===== src/rtl/reg_skid_pkg.sv =====
// reg_skid_pkg: state encoding and occupancy constants shared by the reg_skid_dr slice
package reg_skid_pkg;
  typedef enum logic [1:0] {EMPTY = 2'd0, ONE = 2'd1, FULL = 2'd2} skid_state_t;
  localparam logic [1:0] CNT_EMPTY = 2'd0;
  localparam logic [1:0] CNT_ONE   = 2'd1;
  localparam logic [1:0] CNT_FULL  = 2'd2;
endpackage


===== src/rtl/reg_skid_dr_if.sv =====
// reg_skid_dr_if: ready/valid bus of reg_skid_dr; FLUSH exists only when REG_SKID_FLUSH_EN is defined
interface reg_skid_dr_if #(parameter int WIDTH = 32);
  logic [WIDTH-1:0] IN_D;
  logic [WIDTH-1:0] OUT_Q;
  logic             IN_VALID;
  logic             IN_READY;
  logic             OUT_VALID;
  logic             OUT_READY;
  logic [1:0]       COUNT;
`ifdef REG_SKID_FLUSH_EN
  logic             FLUSH;
  modport master (output IN_D, IN_VALID, OUT_READY, FLUSH, input IN_READY, OUT_Q, OUT_VALID, COUNT);
  modport slave  (input IN_D, IN_VALID, OUT_READY, FLUSH, output IN_READY, OUT_Q, OUT_VALID, COUNT);
`else
  modport master (output IN_D, IN_VALID, OUT_READY, input IN_READY, OUT_Q, OUT_VALID, COUNT);
  modport slave  (input IN_D, IN_VALID, OUT_READY, output IN_READY, OUT_Q, OUT_VALID, COUNT);
`endif
endinterface


===== src/rtl/reg_skid_slot.sv =====
// reg_skid_slot: load-enable data register with asynchronous active-low reset to RST_DATA
module reg_skid_slot #(
  parameter int               WIDTH    = 32,
  parameter logic [WIDTH-1:0] RST_DATA = '0
) (
  input  logic             CLK,
  input  logic             RES_N,
  input  logic             en,
  input  logic [WIDTH-1:0] d,
  output logic [WIDTH-1:0] q
);
  always_ff @(posedge CLK or negedge RES_N)
    if (!RES_N) q <= RST_DATA;
    else if (en) q <= d;
endmodule


===== src/rtl/reg_skid_dr.sv =====
// reg_skid_dr: two-entry skid pipeline register with registered IN_READY; optional FLUSH via REG_SKID_FLUSH_EN
module reg_skid_dr import reg_skid_pkg::*; #(
  parameter int               WIDTH    = 32,
  parameter logic [WIDTH-1:0] RST_DATA = '0
) (
  input  logic          CLK,
  input  logic          RES_N,
  reg_skid_dr_if.slave  bus
);
  skid_state_t      st_q, st_d;
  logic             rdy_q, in_fire, out_fire, flush, main_en, skid_en;
  logic [WIDTH-1:0] main_d, skid_d, main_q, skid_q;
`ifdef REG_SKID_FLUSH_EN
  assign flush = bus.FLUSH;
`else
  assign flush = 1'b0;
`endif
  assign in_fire  = bus.IN_VALID & rdy_q;
  assign out_fire = (st_q != EMPTY) & bus.OUT_READY;
  always_comb begin
    st_d    = flush ? EMPTY :
              st_q == EMPTY ? (in_fire ? ONE : EMPTY) :
              st_q == ONE   ? (in_fire & !out_fire ? FULL : !in_fire & out_fire ? EMPTY : ONE) :
              (out_fire ? ONE : FULL);
    main_en = flush | (in_fire & ((st_q == EMPTY) | ((st_q == ONE) & out_fire))) | ((st_q == FULL) & out_fire);
    main_d  = flush ? RST_DATA : st_q == FULL ? skid_q : bus.IN_D;
    skid_en = flush | ((st_q == ONE) & in_fire & !out_fire);
    skid_d  = flush ? RST_DATA : bus.IN_D;
  end
  // IN_READY looks one state ahead so it never depends combinationally on OUT_READY
  always_ff @(posedge CLK or negedge RES_N)
    if (!RES_N) begin
      st_q  <= EMPTY;
      rdy_q <= 1'b0;
    end else begin
      st_q  <= st_d;
      rdy_q <= st_d != FULL;
    end
  reg_skid_slot #(.WIDTH(WIDTH), .RST_DATA(RST_DATA)) u_main (
    .CLK(CLK), .RES_N(RES_N), .en(main_en), .d(main_d), .q(main_q)
  );
  reg_skid_slot #(.WIDTH(WIDTH), .RST_DATA(RST_DATA)) u_skid (
    .CLK(CLK), .RES_N(RES_N), .en(skid_en), .d(skid_d), .q(skid_q)
  );
  assign bus.IN_READY  = rdy_q;
  assign bus.OUT_VALID = st_q != EMPTY;
  assign bus.OUT_Q     = main_q;
  assign bus.COUNT     = st_q == FULL ? CNT_FULL : st_q == ONE ? CNT_ONE : CNT_EMPTY;
endmodule


===== src/flat_wrapper.sv =====
// flat-port wrapper written by rule: the top's interface ports become plain ports
module reg_skid_dr_flat import reg_skid_pkg::*;
#(
  parameter int               WIDTH    = 32,
  parameter logic [WIDTH-1:0] RST_DATA = '0
)
  (CLK, RES_N, bus_IN_D, bus_IN_VALID, bus_OUT_READY, bus_IN_READY, bus_OUT_Q, bus_OUT_VALID, bus_COUNT);
  reg_skid_dr_if #(.WIDTH(WIDTH)) bus_i ();
  input  logic CLK;
  input  logic RES_N;
  input wire logic [$bits(bus_i.IN_D)-1:0] bus_IN_D;
  input wire logic [$bits(bus_i.IN_VALID)-1:0] bus_IN_VALID;
  input wire logic [$bits(bus_i.OUT_READY)-1:0] bus_OUT_READY;
  output wire logic [$bits(bus_i.IN_READY)-1:0] bus_IN_READY;
  output wire logic [$bits(bus_i.OUT_Q)-1:0] bus_OUT_Q;
  output wire logic [$bits(bus_i.OUT_VALID)-1:0] bus_OUT_VALID;
  output wire logic [$bits(bus_i.COUNT)-1:0] bus_COUNT;
  assign bus_i.IN_D = bus_IN_D;
  assign bus_i.IN_VALID = bus_IN_VALID;
  assign bus_i.OUT_READY = bus_OUT_READY;
  assign bus_IN_READY = bus_i.IN_READY;
  assign bus_OUT_Q = bus_i.OUT_Q;
  assign bus_OUT_VALID = bus_i.OUT_VALID;
  assign bus_COUNT = bus_i.COUNT;
  reg_skid_dr #(.WIDTH(WIDTH), .RST_DATA(RST_DATA)) u_core (.CLK(CLK), .RES_N(RES_N), .bus(bus_i));
endmodule

===== config.mk =====
export PLATFORM = sky130hd
export DESIGN_NAME = reg_skid_dr_flat
export DESIGN_NICKNAME = d
export VERILOG_FILES = /design/src/rtl/reg_skid_pkg.sv /design/src/rtl/reg_skid_dr_if.sv /design/src/rtl/reg_skid_slot.sv /design/src/rtl/reg_skid_dr.sv /design/src/flat_wrapper.sv
export SDC_FILE = /design/constraint.sdc
export NUM_CORES = 1
export LEC_CHECK = 0
export ABC_CLOCK_PERIOD_IN_PS = 5000
export CAP_MARGIN = 10
export CORE_UTILIZATION = 43
export CTS_CLUSTER_DIAMETER = 40
export DETAILED_ROUTE_END_ITERATION = 7
export GPL_TIMING_DRIVEN = 0
export PLACE_DENSITY = 0.8
export SETUP_SLACK_MARGIN = 0.02
export SLEW_MARGIN = 20
export SYNTH_ARGS = -nofsm -noshare
export SYNTH_HDL_FRONTEND = slang
export SYNTH_HIERARCHICAL = 1
export SYNTH_SLANG_ARGS = --single-unit

===== constraint.sdc =====
create_clock -name CLK -period 5 [get_ports CLK]
set_clock_uncertainty 0.15 [all_clocks]
set_input_delay 0.75 -clock CLK [delete_from_list [all_inputs] [get_ports CLK]]
set_output_delay 0.75 -clock CLK [all_outputs]
set_load 0.01 [all_outputs]

# Word level (Yosys, flattened, before mapping)
# Cells that the tools add are included.
[classes]
eq_ne = 3
muxes = 9
bitwise_logic = 11
reduce_logical = 4
[ops]
columns = ["operator", "count"]
rows = [
  ["32-bit two-way mux", 1],
  ["2-bit two-way mux", 5],
  ["1-bit bitwise AND", 9],
  ["1-bit two-way mux", 3],
  ["2-bit by 1-bit equality test with 1-bit output, second input constant", 1],
  ["2-bit equality test, second input constant", 1],
  ["1-bit zero test", 2],
  ["2-bit zero test", 1],
  ["2-bit inequality test, second input constant", 1],
  ["1-bit OR", 2],
  ["2-bit nonzero test", 1],
]
[word_totals]
reg_bits = 67
in_bits = 36
output_inout_bits = 36

# Longest topological paths before layout
[depth]
ltp_word = 8
mapped_depth = 5
mapped_depth_nobuf = 5

# By module
# The synthesis kept the hierarchy.
[modules_own_cells]
columns = ["module", "instances", "cells_per_inst", "area_per_inst_um2", "seq_area_each_um2"]
rows = [
  ["reg_skid_slot", 2, 68, 1345.0, 800.8],
  ["reg_skid_dr", 1, 57, 737.0, 75.1],
]

# Worst setup path before layout
# OpenSTA, ideal clock, no wires.
[synth_path]
path_kind = "input port to flip-flop"
startpoint = "input bus_IN_VALID"
endpoint = "register u_core.u_main.q[0]"
t_arrival_ns = 1.689
path_slack_ns = 3.036
cell_stages = 5
n_path_buf = 2
path_cell_list = "nand2_1 -> o31ai_1 -> buf_6 -> buf_12 -> mux2_4"
[synth_between]
elab_chain_len = 3
[synth_rtl]
columns = ["item", "line", "text"]
rows = [
  ["start, declared", "flat_wrapper.sv:12", "input wire logic [$bits(bus_i.IN_VALID)-1:0] bus_IN_VALID;"],
  ["1-bit bitwise AND", "reg_skid_dr.sv:18", "assign in_fire = bus.IN_VALID & rdy_q;"],
  ["1-bit bitwise AND", "reg_skid_dr.sv:25", "main_en = flush | (in_fire & ((st_q == EMPTY) | ((st_q == ONE) & out_fire))) | ((st_q == FULL) & out_fire);"],
  ["1-bit OR", "reg_skid_dr.sv:25", ""],
  ["via u_core.main_en", "reg_skid_dr.sv:11", "logic rdy_q, in_fire, out_fire, flush, main_en, skid_en;"],
  ["end signal, assigned", "reg_skid_slot.sv:13", "if (!RES_N) q <= RST_DATA;"],
  ["end signal, assigned", "reg_skid_slot.sv:14", "else if (en) q <= d;"],
  ["end, declared", "reg_skid_slot.sv:10", "output logic [WIDTH-1:0] q"],
]
# The timed path passes the listed nets, and every way through them passes these cells.
# A chain may end at the register's enable or synchronous reset.

# Worst setup path after layout
[layout_path]
startpoint = "register u_core.st_q[1]"
endpoint = "output bus_COUNT[1]"
[layout_between]
elab_chain_len = 2
[layout_rtl]
columns = ["item", "line", "text"]
rows = [
  ["start, declared", "reg_skid_dr.sv:10", "skid_state_t st_q, st_d;"],
  ["start signal, assigned", "reg_skid_dr.sv:36", "st_q <= st_d;"],
  ["2-bit equality test", "reg_skid_dr.sv:48", "assign bus.COUNT = st_q == FULL ? CNT_FULL : st_q == ONE ? CNT_ONE : CNT_EMPTY;"],
  ["2-bit two-way mux", "reg_skid_dr.sv:48", ""],
  ["end, declared", "flat_wrapper.sv:17", "output wire logic [$bits(bus_i.COUNT)-1:0] bus_COUNT;"],
]
# Every way passes these cells.

==> run metrics <==
Hold Violations, Final=0; Worst-Skew Late Latency=0.33 ns; slowest stage delay, CP=0.54 ns; nets@finish=313; cell area after layout=4480 µm²; placed cell areas=4280 µm²; non-filler instance count after layout=383; FF+latch count, synth=67; hpwl dp=4.04 mm; vias in the first global route=2022; root buf cell=clkbuf_8; delay-heaviest family, CP=buffers and inverters; Port Buffers=71; unrepaired setup endpoints after global routing=false; Via-to-Cell Ratio=4.83; setup bufs post-CTS=0; r2r endpoint=u_core/u_skid/q[20]; CTS sink count=67; dpl ws=2.44 ns; max-slew violations=0; Max VDD drop=0.000277 V; FF-to-FF setup slack=3.11 ns; total wire length=5.94 mm; GPL Wtd Cong=0.700; Leak Pwr=2.00 nW; Slew HR=0.715; Final setup viols=0; Slew @ Worst Pin=0.427 ns; crit share post-route=0.548; core area=7730 µm²; CP required=4.10 ns; WL/cell=15.5 µm; via count=1848; P&R area growth vs syn=30.9%; maximum fanout along the worst path=10; total track usage=0.157; Buffers & Inverters on Critical Path=3; CP cell instances=nor2b_2 -> buf_6 -> buf_12 -> clkdlybuf4s50_1; initial core utilization=0.443; post-synthesis cell type count=19; r2r startpoint=u_core/st_q[1]; syn nets=230; # H-tree levels=3; post-CTS sizing=0; FP Rows=32; sequential-to-total area share from yosys stat=0.489; power per standard cell area=631 nW/µm²; Num CTS Buffers=9; largest net degree at the start of global routing=36; worst r2r path cells=5; Syn Area/Cell=17.8 µm²; YS warnings=6; drt pass-1 iters=2; CP max stage cell=clkdlybuf4s50_1; first-pass GRT wire length=9.96 mm; Remaining Overflow, GRT=0; full die area=8330 µm²; worst setup margin=2.26 ns; Crit Path Class=reg2out; Residual DRC=0; diode count=0; max capacitance violation total=0; Chip Height=91.3 µm; CTS tree=done; Reg clk slew, reported paths=0.07 ns; fin crit period=2.74 ns; post-route ant nets=0; CP Capture Type=primary output; hold_ws=0.193 ns; status=complete, no violations; Max Clk Rate=365 MHz; post-route setup TNS=0 ns; CP Launch Type=register; IO Pins=72; CP arrival=1.84 ns; Final Util=0.580; Starting DRT DRC Count=27; deepest clock path buffer count=2; share of cells above drive strength 1=0.456; chip width=91.3 µm; Hold WC Path Type=in2async; initial antenna violation count=0; placed cell count=367; FILL cells=613; hold buffer count at cts=0; Overall Power=2.83 mW; Syn Inst Count=193; Cell Area, Synth=3430 µm²
## worst reg2reg max path, cell delays in order (launching register included)
cell and delay (ns):
dfrtp_1 0.45, and2b_1 0.23, nor3b_1 0.28, buf_6 0.20, buf_12 0.16, mux2_4 0.31
## area by class of cell
class	instances	area (µm²)	area share
Sequential cell	67	1680	0.374
Buffer	12	214	0.0477
Inverter	1	3.75	0.000837
Tap cell	102	128	0.0285
Clock buffer	10	138	0.0307
Multi-Input combinational cell	113	1530	0.342
Timing Repair Buffer	72	728	0.162
Clock inverter	6	63.8	0.0142
## cells in the final DEF (no fill, tap or decap), types with 2 or more instances in the layout
cell,n
dfrtp_1,67
clkbuf_8,10
clkdlybuf4s50_1,70
buf_12,10
mux2_4,89
buf_6,3
clkinvlp_4,2
clkinv_2,2
mux2_2,7
nand2_1,3
nand3b_1,3
## cell families after synthesis
group / after synthesis / share of synthesized area
compound gates: 4 / 0.00803
fa+ha+maj: 1 / 0.00365
buf+inv: 13 / 0.0635
flops: 67 / 0.489
mux: 96 / 0.413
simple gates: 12 / 0.0226
## cell usage after synthesis, drive strengths merged
cell type	count	share of area
a21boi	1	0.0022
ha	1	0.0037
nor2b	2	0.0044
o31ai	1	0.0022
buf	12	0.062
inv	1	0.0011
or2	1	0.0018
or2b	1	0.0022
dfrtp	67	0.49
nand2	3	0.0033
nor3b	1	0.0022
mux2	96	0.41
and2b	1	0.0022
nand3b	3	0.0066
a21oi	1	0.0015
o21a	1	0.0022
## flip-flops by register name (all words and copies together) (netlist names)
| register | flops |
|---|---|
| u_core/u_main/q | 32 |
| u_core/bus.IN_READY | 1 |
| u_core/u_skid/q | 32 |
| u_core/st_q | 2 |
## layer usage
metal / wire length, µm / track usage / part of all wire
met5: 0 / 0 / 0
met4: 128 / 0.0794 / 0.022
met3: 265 / 0.0402 / 0.045
met2: 2900 / 0.254 / 0.49
met1: 2640 / 0.193 / 0.44
## power by group
part / internal (mW) / switching (mW)
Sequential: 0.822 / 0.163
Combinational: 0.961 / 0.431
Clock: 0.244 / 0.208
Total: 2.03 / 0.801
## worst max path at each step
stage                              start                  end  slack, ns  depth (start not counted)
final                     u_core/st_q[1]         bus_COUNT[1]       2.26                          4
after global routing      u_core/st_q[1]         bus_COUNT[1]       2.16                          4
after CTS                 u_core/st_q[1]         bus_COUNT[1]       2.22                          4
after detailed placement    bus_IN_VALID  u_core/u_skid/q[20]       2.44                          6
after global placement             RES_N  u_core/bus.IN_READY       0.70                          1
after floorplan             bus_IN_VALID   u_core/u_main/q[0]       3.04                          5
(Power assumes the default switching activity.)
==> RTL edit 1, RTL diff (same settings) <==
`WIDTH` is set to 32 in 4 places; all go to 64.
--- a/src/rtl/reg_skid_dr_if.sv
+++ b/src/rtl/reg_skid_dr_if.sv
@@ -1,5 +1,5 @@
 // reg_skid_dr_if: ready/valid bus of reg_skid_dr; FLUSH exists only when REG_SKID_FLUSH_EN is defined
-interface reg_skid_dr_if #(parameter int WIDTH = 32);
+interface reg_skid_dr_if #(parameter int WIDTH = 64);
   logic [WIDTH-1:0] IN_D;
   logic [WIDTH-1:0] OUT_Q;
   logic             IN_VALID;
--- a/src/rtl/reg_skid_slot.sv
+++ b/src/rtl/reg_skid_slot.sv
@@ -1,6 +1,6 @@
 // reg_skid_slot: load-enable data register with asynchronous active-low reset to RST_DATA
 module reg_skid_slot #(
-  parameter int               WIDTH    = 32,
+  parameter int               WIDTH    = 64,
   parameter logic [WIDTH-1:0] RST_DATA = '0
 ) (
   input  logic             CLK,
--- a/src/rtl/reg_skid_dr.sv
+++ b/src/rtl/reg_skid_dr.sv
@@ -1,6 +1,6 @@
 // reg_skid_dr: two-entry skid pipeline register with registered IN_READY; optional FLUSH via REG_SKID_FLUSH_EN
 module reg_skid_dr import reg_skid_pkg::*; #(
-  parameter int               WIDTH    = 32,
+  parameter int               WIDTH    = 64,
   parameter logic [WIDTH-1:0] RST_DATA = '0
 ) (
   input  logic          CLK,
--- a/src/flat_wrapper.sv
+++ b/src/flat_wrapper.sv
@@ -1,7 +1,7 @@
 // flat-port wrapper written by rule: the top's interface ports become plain ports
 module reg_skid_dr_flat import reg_skid_pkg::*;
 #(
-  parameter int               WIDTH    = 32,
+  parameter int               WIDTH    = 64,
   parameter logic [WIDTH-1:0] RST_DATA = '0
 )
   (CLK, RES_N, bus_IN_D, bus_IN_VALID, bus_OUT_READY, bus_IN_READY, bus_OUT_Q, bus_OUT_VALID, bus_COUNT);
Ports: changed (resized bus_IN_D and bus_OUT_Q); port bits go from 72 to 136. No check against the original RTL was run, so the function may have changed too.
==> RTL edit 1 against the unedited design <==
  * Global-route usage rose by 1.9 points
  * Via count rose by 91%
  * Maximum frequency down 5.3%
  * Design area increased by 99%
  * Routed wire length is 110% higher
  * Largest power group unchanged
  * Total power up 110%
  * Synthesized area rose by 92%
  * First-iteration DRC count rose to 5.4 times the old value
  * Sequential share of layout area shrank 0.56 points
  * Largest cell class unchanged
  * Critical endpoint unchanged
  * Hold slack got worse by 89 ps
  * Sequential cell count grew 64
  * Critical path type unchanged
  * Worst setup slack lost 150 ps
  * Register-to-register slack lost 140 ps
==> RTL edit 1: results (changes against the unedited design) <==
outcome: "complete, no violations"
gp_congestion: 0.688  # -1.7%
dp_slack_ps: 2320  # -120 ps
yosys-top-cells-area: "dfrtp_1 50%, mux2_4 38%, buf_12 5.5%, mux2_2 3.9%, buf_6 0.34%"
clockNetworkAreaShare_pct: 7.83  # +3.3 points
synth_seq_area_share_pct: 49.7  # +0.81 points
met1Wirelength_um: 5630  # +110%
first_global_vias: 3989  # +97%
die_w_um: 126  # +38%
place_area_um2: 8210  # +92%
via_count: 3522  # +91%
hpwl_um: 8430  # +110%
drive_gt1_share_pct: 46.8  # +1.2 points
nFlopsAndLatches: 131  # +96%
hold-worst-slack_ps: 104  # -89.4 ps
syn_inst: 362  # +88%
post-route-util_pct: 60.3  # +2.3 points
worst_pin_slew_ps: 481  # +54.7 ps
dr_wl_met3_um: 656  # +150%
p_leak_nw: 3.97  # +99%
first_pass_iters: 4  # +2
synth_cell_types: 20  # +1
crit_end: "bus_COUNT[1]"
ctsHtreeMaxLevel: 4  # +1
inv_count: 1  # unchanged
wl_um: 12700  # +110%
nMultiInputCombCells: 209  # +85%
grt_pass1_wl_um: 21500  # +120%
largestRegisters: "u_core/u_main/q x64, u_core/u_skid/q x64, u_core/st_q x2"
nonClockBufferCount: 157  # +87%
cts_buffers: 17  # +8
cts-root-buf: "clkbuf_16"
port_buffers: 135  # +90%
multi_input_area_share_pct: 32.8  # -1.4 points
yosys-mux-area-fraction_pct: 42.4  # +1.1 points
worstReg2RegEnd: "u_core/u_skid/q[5]$_DFFE_PN0P_"
n_fill_cell: 1105  # +80%
max_freq_mhz: 346  # -5.3%
syn_nets: 431  # +87%
buffer_area_share_pct: 19.9  # -1.1 points
clock_buffers: 19  # +9
crit_arrival_ps: 1990  # +150 ps
wl_per_cell_um: 17.8  # +15%
ys_top_cells_by_count: "169 x mux2_4, 131 x dfrtp_1, 23 x mux2_2"
regArea_um2: 3280  # +96%
fin_nets: 586  # +87%
track_usage_pct: 17.6  # +1.9 points
slew_viol_final: 0  # unchanged
max-vdd-ir-drop_mv: 0.392  # +42%
synthAdderAreaFrac_pct: 0.190  # -0.18 points
wl_met2_um: 6190  # +110%
initialDrtViolationCount: 146  # +440%
synth_compound_area_share_pct: 0.418  # -0.39 points
regToRegSetupSlack_ps: 2970  # -140 ps
crit_start: "u_core/st_q[1]$_DFF_PN0_"
insertion_delay_ps: 420  # +90 ps
placed_cells: 682  # +86%
grt_max_degree: 72  # +100%
==> RTL edit 1: cell types whose count changed in the layout (fill, tap and decap cells not counted), moves of 9 or more <==
cell	unedited run	this run
mux2_2	7	23
clkbuf_8	10	1
clkbuf_16	0	17
mux2_4	89	169
dfrtp_1	67	131
clkdlybuf4s50_1	70	134
==> RTL edit 1: metal layers <==
| metal | global-route usage, % | vias up |
|---|---|---|
| met2 | 28.2 | 91 |
| li1 | - | 1610 |
| met3 | 5.82 | 17 |
| met1 | 22.0 | 1804 |
| met4 | 7.16 | 0 |
| met5 | 0 | - |
==> RTL edit 1: critical path, cell delays in order (launching register included) <==
cell and delay, ps:
dfrtp_1 470, nor2b_4 220, buf_12 180, buf_12 160
clkdlybuf4s50_1 540
==> RTL edit 1: where the power goes <==
part	internal, mW	switching, mW	total (mW)	leakage [nW]
logic	1.84	0.838	2.67	2.08
clock network	1.00	0.468	1.47	0.338
registers	1.61	0.324	1.94	1.55
total	4.45	1.63	6.08	3.97
==> RTL edit 2, RTL diff (config.mk and constraints unchanged) <==
Without the edit above. Register the output `bus.COUNT`; this adds one clock of latency there.
--- a/src/rtl/reg_skid_dr.sv
+++ b/src/rtl/reg_skid_dr.sv
@@ -45,6 +45,8 @@
   assign bus.IN_READY  = rdy_q;
   assign bus.OUT_VALID = st_q != EMPTY;
   assign bus.OUT_Q     = main_q;
-  assign bus.COUNT     = st_q == FULL ? CNT_FULL : st_q == ONE ? CNT_ONE : CNT_EMPTY;
+  always_ff @(posedge CLK) begin
+    bus.COUNT <= st_q == FULL ? CNT_FULL : st_q == ONE ? CNT_ONE : CNT_EMPTY;
+  end
 endmodule
 
Behaviour: not the same (a bounded check fails within 4 cycles, from zero or initial values).
==> RTL edit 2 against the unedited design <==
  * Routed wire length is 2.1% higher
  * Die area is 1.1% higher
  * Total power fell by 1.8%
  * Utilization fell by 0.33 points
  * Critical path depth fell by 2
  * Synthesized cell count up 1.0%
  * Sequential share of layout area up 0.91 points
  * Worst setup slack improved by 240 ps
  * Count of clock-buffer cells in the layout increased by 1
  * Sequential cell count increased by 2
  * Synthesized area is 1.2% higher
  * Design area is essentially flat
  * Critical path type unchanged
==> RTL edit 2: results (changes against the unedited design) <==
wl_met2_um: 2910  # about the same
use_met2_pct: 25.1  # -0.32 points
switching_share_pct: 28.7  # +0.37 points
pg_comb_mw: 1.39  # about the same
initialDrtViolationCount: 30  # +11%
grt_max_degree: 35  # -2.8%
fin_crit_sh_pct: 49.9  # -4.8 points
dp_slack_ps: 2430  # -11.0 ps
crit_end: "bus_OUT_VALID"
syn_nets: 232  # +0.87%
crit_arrival_ps: 1600  # -240 ps
max-vdd-ir-drop_mv: 0.264  # -4.7%
port_buffers: 71  # unchanged
worst_pin_slew_ps: 456  # +29.6 ps
top_layer: "met4"
via_count: 1850  # +0.11%
wl_um: 6060  # +2.1%
path_max_fanout: 8  # -2
worstReg2RegEnd: "u_core/u_skid/q[12]$_DFFE_PN0P_"
hpwl_um: 4150  # +2.7%
grt.met3_usage_pct: 4.89  # +0.87 points
regToRegSetupSlack_ps: 3140  # +30 ps
first_pass_iters: 4  # +2
grt.met1_usage_pct: 20.1  # +0.80 points
p_leak_nw: 2.00  # about the same
dr_wl_met3_um: 340  # +28%
final_cells: 385  # +0.52%
track_usage_pct: 15.5  # -0.14 points
seq_power_mw: 1.01
synth_seq_area_share_pct: 49.5  # +0.59 points
power_frac_comb_pct: 50.1  # +0.9 points
largestRegisters: "u_core/u_main/q x32, u_core/u_skid/q x32"
fin_nets: 315  # +0.64%
first_global_vias: 1997  # -1.2%
outcome: "complete, no violations"
gp_congestion: 0.701  # +0.19%
met1Wirelength_um: 2750  # +4.1%
placed_cells: 369  # +0.54%
hold-worst-slack_ps: 206  # +13.1 ps
grt_pass1_wl_um: 9930  # -0.27%
place_area_um2: 4320  # +0.93%
max_stage_delay_ps: 480  # -60 ps
drive_gt1_share_pct: 44.5  # -1.0 points
synth_cell_types: 20  # +1
synthArstFlopShare_pct: 97.1  # -2.9 points
yosys-top-cells-area: "dfrtp_1 48%, mux2_4 39%, buf_12 5.2%, mux2_2 2.3%, dfxtp_1 1.2%"
## RTL edit 2: cell types whose count changed in the layout (fill, tap and decap cells not counted)
cell        unedited run  this run
dfxtp_1                0         2
clkinv_2               2         4
clkbuf_8              10         9
inv_6                  1         0
bufinv_16              1         0
clkbuf_1               0         2
clkinvlp_4             2         1
## RTL edit 2: final cells by class
class	instances	area (um^2)
plain buffers	12	214
clock buffers	11	131
clock inverters	5	27.5
fillers	634	3290
inverters	1	3.75
multi-input cells	113	1530
flip-flops and latches	69	1720
well taps	102	128
repair buffers	72	728
## RTL edit 2: logic make-up (layout without fill, tap and decap cells)
logic type,after synthesis,after routing,synth area share [%]
buffers and inverters,13,101,6.28
muxes,96,96,40.8
adders and majority gates,1,1,0.361
AOI/OAI and AO/OA,4,4,0.794
DFF,69,69,49.5
and+or+nand+nor,12,12,2.24
## RTL edit 2: worst reg2reg max path: stages, from the launching register on
cell,delay [ps]
dfrtp_1,450
and2b_1,240
nor3b_1,240
buf_6,190
buf_12,160
mux2_4,310
